<file path="src/rtl/pc_update_unit.sv">
// Multicycle PC sequencer: drives an external combinational adder with pc and +1 or a
// sign-extended branch offset, captures the sum, then commits it to pc with a done pulse.
module pc_update_unit #(
  parameter int                DATA_W   = 8,
  parameter int                IMM_W    = 4,
  parameter logic [DATA_W-1:0] RESET_PC = '0
) (
  input  logic              clock,
  input  logic              reset,
  input  logic              op_valid,
  output logic              op_ready,
  input  logic [1:0]        op_code,
  input  logic [IMM_W-1:0]  imm,
  input  logic              flag_z,
  input  logic              flag_n,
  output logic [DATA_W-1:0] add_in1,
  output logic [DATA_W-1:0] add_in2,
  input  logic [DATA_W-1:0] add_out,
  output logic [DATA_W-1:0] pc,
  output logic              done,
  output logic              taken
);

  // state  | meaning
  // S_IDLE | waiting for a request; op_ready high
  // S_CALC | adder driven with pc and +1/offset; sum captured on exit
  // S_WB   | captured sum committed to pc on exit, done pulsed
  typedef enum logic [1:0] {S_IDLE, S_CALC, S_WB} state_t;

  localparam logic [1:0] OP_INC = 2'b00;
  localparam logic [1:0] OP_BR  = 2'b01;
  localparam logic [1:0] OP_BZ  = 2'b10;

  state_t              state, state_nxt;
  logic [1:0]          op_r;
  logic [IMM_W-1:0]    imm_r;
  logic                flag_z_r, flag_n_r;
  logic [DATA_W-1:0]   pc_next;
  logic                taken_r;
  logic                take;
  logic [DATA_W-1:0]   imm_sext;

  always_ff @(posedge clock or posedge reset) begin
    if (reset) state <= S_IDLE;
    else       state <= state_nxt;
  end

  always_comb begin
    state_nxt = state;
    case (state)
      S_IDLE:  if (op_valid) state_nxt = S_CALC;
      S_CALC:  state_nxt = S_WB;
      S_WB:    state_nxt = S_IDLE;
      default: state_nxt = S_IDLE;
    endcase
  end

  // Decision uses only latched operands so late flag/imm changes cannot leak in.
  always_comb begin
    case (op_r)
      OP_INC:  take = 1'b0;
      OP_BR:   take = 1'b1;
      OP_BZ:   take = flag_z_r;
      default: take = flag_n_r;
    endcase
  end

  assign imm_sext = {{(DATA_W-IMM_W){imm_r[IMM_W-1]}}, imm_r};

  always_comb begin
    op_ready = (state == S_IDLE);
    add_in1  = pc;
    add_in2  = '0;
    if (state == S_CALC) add_in2 = take ? imm_sext : DATA_W'(1);
  end

  always_ff @(posedge clock or posedge reset) begin
    if (reset) begin
      op_r     <= '0;
      imm_r    <= '0;
      flag_z_r <= 1'b0;
      flag_n_r <= 1'b0;
      pc_next  <= '0;
      taken_r  <= 1'b0;
      pc       <= RESET_PC;
      done     <= 1'b0;
      taken    <= 1'b0;
    end else begin
      done <= 1'b0;
      case (state)
        S_IDLE: begin
          if (op_valid) begin
            op_r     <= op_code;
            imm_r    <= imm;
            flag_z_r <= flag_z;
            flag_n_r <= flag_n;
          end
        end
        S_CALC: begin
          pc_next <= add_out;
          taken_r <= take;
        end
        S_WB: begin
          pc    <= pc_next;
          done  <= 1'b1;
          taken <= taken_r;
        end
        default: ;
      endcase
    end
  end

endmodule
</file>
<file path="config.mk">
export PLATFORM = sky130hd
export DESIGN_NAME = pc_update_unit
export DESIGN_NICKNAME = d
export VERILOG_FILES = /design/src/rtl/pc_update_unit.sv
export SDC_FILE = /design/constraint.sdc
export NUM_CORES = 1
export LEC_CHECK = 0
export ABC_AREA = 1
export ABC_CLOCK_PERIOD_IN_PS = 1700
export CORE_AREA = 2 2 58 60
export DETAILED_ROUTE_END_ITERATION = 6
export DIE_AREA = 0 0 60 62
export PLACE_DENSITY = 0.79
export SLEW_MARGIN = 20
export SYNTH_ARGS = -nofsm -noshare
export SYNTH_HDL_FRONTEND = slang
export SYNTH_SLANG_ARGS = --single-unit
</file>
<file path="constraint.sdc">
create_clock -name clock -period 1.7 [get_ports clock]
set_clock_uncertainty 0.05 [all_clocks]
set_input_delay 0.17 -clock clock [delete_from_list [all_inputs] [get_ports clock]]
set_output_delay 0.17 -clock clock [all_outputs]
set_load 0.02 [all_outputs]
</file>
* Word-level counts from Yosys, hierarchy flattened
Cells that the tools add are included.
** Operators by class
- Equality and inequality tests :: 5
- Multiplexer cells :: 6
- Reduce and logical (&&, ||, !) cells :: 3
** Operators by type and width (number)
- $mux 8 :: 2
- $eq 2x1->1 const B :: 2
- $eq 2x2->1 const B :: 2
- $logic_not 2->1 :: 2
- $pmux 2 s2 :: 1
- $pmux 1 s3 :: 1
- $mux 2 :: 1
- $ne 2x2->1 const B :: 1
- $reduce_and 2->1 :: 1
- $mux 1 :: 1
** Storage, ports and cells
- Register bits :: 29
- Bits of input ports :: 19
- Output and inout bits :: 27
- Word-level logic and storage cells :: 24

* Depth between registers and ports, before layout
Gate-level depths: netlist of run 1.
- Word-level depth :: 4
- Depth in mapped cells :: 7
- Mapped depth without buffers :: 6

* Worst setup path before layout of run 1
OpenSTA, ideal clock, no wires.
- Path type :: reg-to-output
- From :: register state[1]
- To :: output add_in2[4]
- Arrival :: 1.400 ns
- Data required time :: 1.480 ns
- Path slack :: 0.080 ns
- Stages on the path, launching flop included :: 5
- Path buffers :: 1
- Cell sequence :: dfrtp_1 -> nor2_4 -> nand2_1 -> nor2_1 -> buf_4
** On the way
- Word-level cells in the longest chain between the ends :: 2
** Ends and longest elaborated chain
- start: declaration :: RTL line 34 : state_t state, state_nxt;
- start signal: assignment :: RTL line 45 : else state <= state_nxt;
- $eq 2x1->1 :: RTL line 74 : if (state == S_CALC) add_in2 = take ? imm_sext : DATA_W'(1);
- $mux 8 :: RTL line 74
- end: declaration :: RTL line 17 : output logic [DATA_W-1:0] add_in2,
No other way between the ends.

* Worst setup path after layout of run 1
- From :: register op_r[0]
- To :: output add_in2[1]
** On the way
- Word-level cells in the longest chain between the ends :: 4
- Elaborated cells between the ends (all ways) :: 6
- Classes of those cells :: eq/ne: 2; mux: 3; reduce/logical: 1
** Ends and longest elaborated chain
- start: declaration :: RTL line 35 : logic [1:0] op_r;
- start signal: assignment :: RTL line 93 : op_r <= op_code;
- $eq 2x2->1 (tied with other cells) :: RTL line 60 : case (op_r)
- $pmux 1 s3 * :: RTL line 60
- $mux 8 * (2 in series) :: RTL line 74
Every way passes the cells marked *; elsewhere a longest branch is shown, timed or not.

==> flow_summary.yaml, run 1 <==
sta:
  hold_viol: 0
  report.final.slew_viol_count: 0
  finalSetupViolCount: 0
  relSlewSlack_pct: 78.5
  worst_slack_ns: 0.0970
  timing.hold.ws_ns: 0.0901
  finalCritPeriodShare_pct: 94.3
  fmax_mhz: 624
  rsz0062_at_grt: "false"
  period_needed_ns: 1.60
  tightest_slew_ns: 0.321
yosys:
  ys_types: 16
  postSynthAreaPerCell_um2: 9.61
  synth-seq-cells: 29
  ys.flop_type: "dfrtp_1"
  synth_seq_area_share_pct: 57.7
  syn_nets: 150
  yosys_warnings: 0
  synth_area_um2: 1260
  syn_inst: 131
  synth-async-reset-ratio_pct: 100
  synth-edff-count: 0
cells_and_area:
  multi_input_area_um2: 345
  final_cell_mix: "36 x clkdlybuf4s50_1, 32 x nand2_1, 29 x dfrtp_1"
  n_fill_cell: 313
  seqCellArea_um2: 726
  syn2layout_area_growth_pct: 37.9
  nets: 196
  final_cells: 224
  n_antenna_cell: 0
  drive_above_1_share_pct: 23.6
  layout_commonest_cell: "clkdlybuf4s50_1"
grt:
  grt_pass1_vias: 934
  grt_max_degree: 19
  grt.busiest_layer: "met2"
  use_met3_pct: 4.76
  gr-usage-all-layers_pct: 14.6
  grtUsageMet1_pct: 14.6
  met2_usage_pct: 27.0
  globalRouteOverflowTotal: 0
  grt_pass1_wl_um: 3880
  antenna_found_initial: 0
setup_path:
  r2r_slack_ns: 0.46
  cp-end-kind: "output pin"
  r2r-start: "state[1]"
  cp-startpoint: "op_r[0]"
  worst_r2r_endpoint: "imm_r[3]"
  start_kind: "flip-flop"
  cp.required_ns: 1.48
  path_max_fanout: 3
  crit_type: "reg2out"
  arrival_ns: 1.38
  worstRegToRegCells: 6
run_status:
  status: "finished clean"
routing:
  ant_nets: 0
  drt-pass1-iter-count: 4
  finalWirelength_um: 2410
  drc_errors: 0
  viasPerCell: 4.32
  route.vias.total: 967
  post_drt_wl_per_cell_um: 10.7
  initialDrtViolationCount: 41
floorplan:
  die_height_um: 62
  rows: 21
  die-area_um2: 3720
  boundaryPins: 46
  start_util_pct: 39.6
  core_um2: 3180
  die_w_um: 60
clock_network:
  root_buffer: "clkbuf_4"
  post_cts_resized: 28
  cts_max_path_buffers: 2
  postCtsHoldBufs: 0
  clk_pin_slew_ns: 0.09
  insertion_delay_ns: 0.32
  postCtsSetupBuffers: 0
  htree_levels: 2
  cts_sinks: 29
  cts_tree: "done"
  cts_buffers: 5
placement:
  port_buffers: 45
  dp_cells: 216
  dp_worst_setup_slack_ns: -0.0708
  post-dp-hpwl_um: 1840
  gp_congestion: 0.761
run:
  drv_cap: 0
hold_path:
  hold_path.class: "in2async"
pwr:
  power_leakage_nw: 0.844
  ir_drop_mv: 0.436
  power_density_nw_per_um2: 1470
-- kinds of logic (layout without fill, tap and decap cells) --
| group | after synthesis | after routing | share of synthesized area (%) |
|---|---|---|---|
| buf+inv | 34 | 81 | 16.1 |
| flops | 29 | 29 | 57.7 |
| simple gates | 45 | 45 | 15.3 |
| compound gates | 23 | 23 | 10.9 |
-- sequential cells by signal, summed over array words and instances (netlist names) --
name	cells
pc_next	8
state	2
done	1
add_in1	8
taken_r	1
flag_z_r	1
flag_n_r	1
op_r	2
taken	1
imm_r	4
-- layer usage --
metal	part of all wire, %	vias up
li1	-	480
met2	51	37
met4	2.0	0
met3	7.6	7
met5	0	-
met1	39	443
-- Yosys cell counts, types with 3 or more instances --
cell type	n	area share, %
o21ai_2	6	4.2
o21ai_0	8	3.2
nand2_1	34	10
buf_4	13	7.8
nor2_1	3	0.89
nand2_2	5	2.5
inv_1	18	5.4
o21ai_1	8	3.2
dfrtp_1	29	58
-- worst max path at each step --
stage / to / slack (ns) / cells past startpoint
final: add_in2[1] / 0.1 / 7
after global routing: add_in2[1] / 0.004 / 7
after CTS: add_in2[0] / 0.004 / 7
after detailed placement: add_in2[7] / -0.07 / 6
after global placement: add_in2[5] / -0.003 / 6
after floorplan: add_in2[4] / 0.08 / 4
-- critical path: stages, from the launching register on --
cell,delay [ns]
dfrtp_1,0.38
inv_1,0.07
nand3_1,0.07
nand2_2,0.08
nand2_2,0.07
buf_4,0.15
nor2_1,0.09
buf_4,0.15
-- final cells by class --
class                   count  share of cell area, %
inverters                  19                   4.25
multi-input cells          68                   19.9
clock inverters             2                  0.577
well taps                  46                   3.32
repair buffers             54                   27.8
clock buffers               6                   2.38
flip-flops and latches     29                   41.8
-- where the power goes --
group	internal, W	switching, W
Combinational	0.000539	0.000597
Clock	0.000157	0.000229
Sequential	0.000912	0.000122
Total	0.00161	0.000948
-- per-stage QoR --
step           instance area, µm²  setup TNS (ns)  total power, W  utilization (%)
3_5_place_dp                 1710          -0.290         0.00220             53.6
4_1_cts                      1760               0         0.00258             55.2
2_1_floorplan                1260               0         0.00176                -
3_3_place_gp                 1710         -0.0137         0.00215             53.6
5_1_grt                      1740               0         0.00273             54.6
6_report                     1740               0         0.00256             54.6
No activity file was read; power rests on OpenSTA's default activity.
==> inputs of run 2 (changes only) <==
Settings changed: CAP_MARGIN from default to 5.
==> results of run 2 <==
Final layout, timing and power as in run 1 (identical DEF).
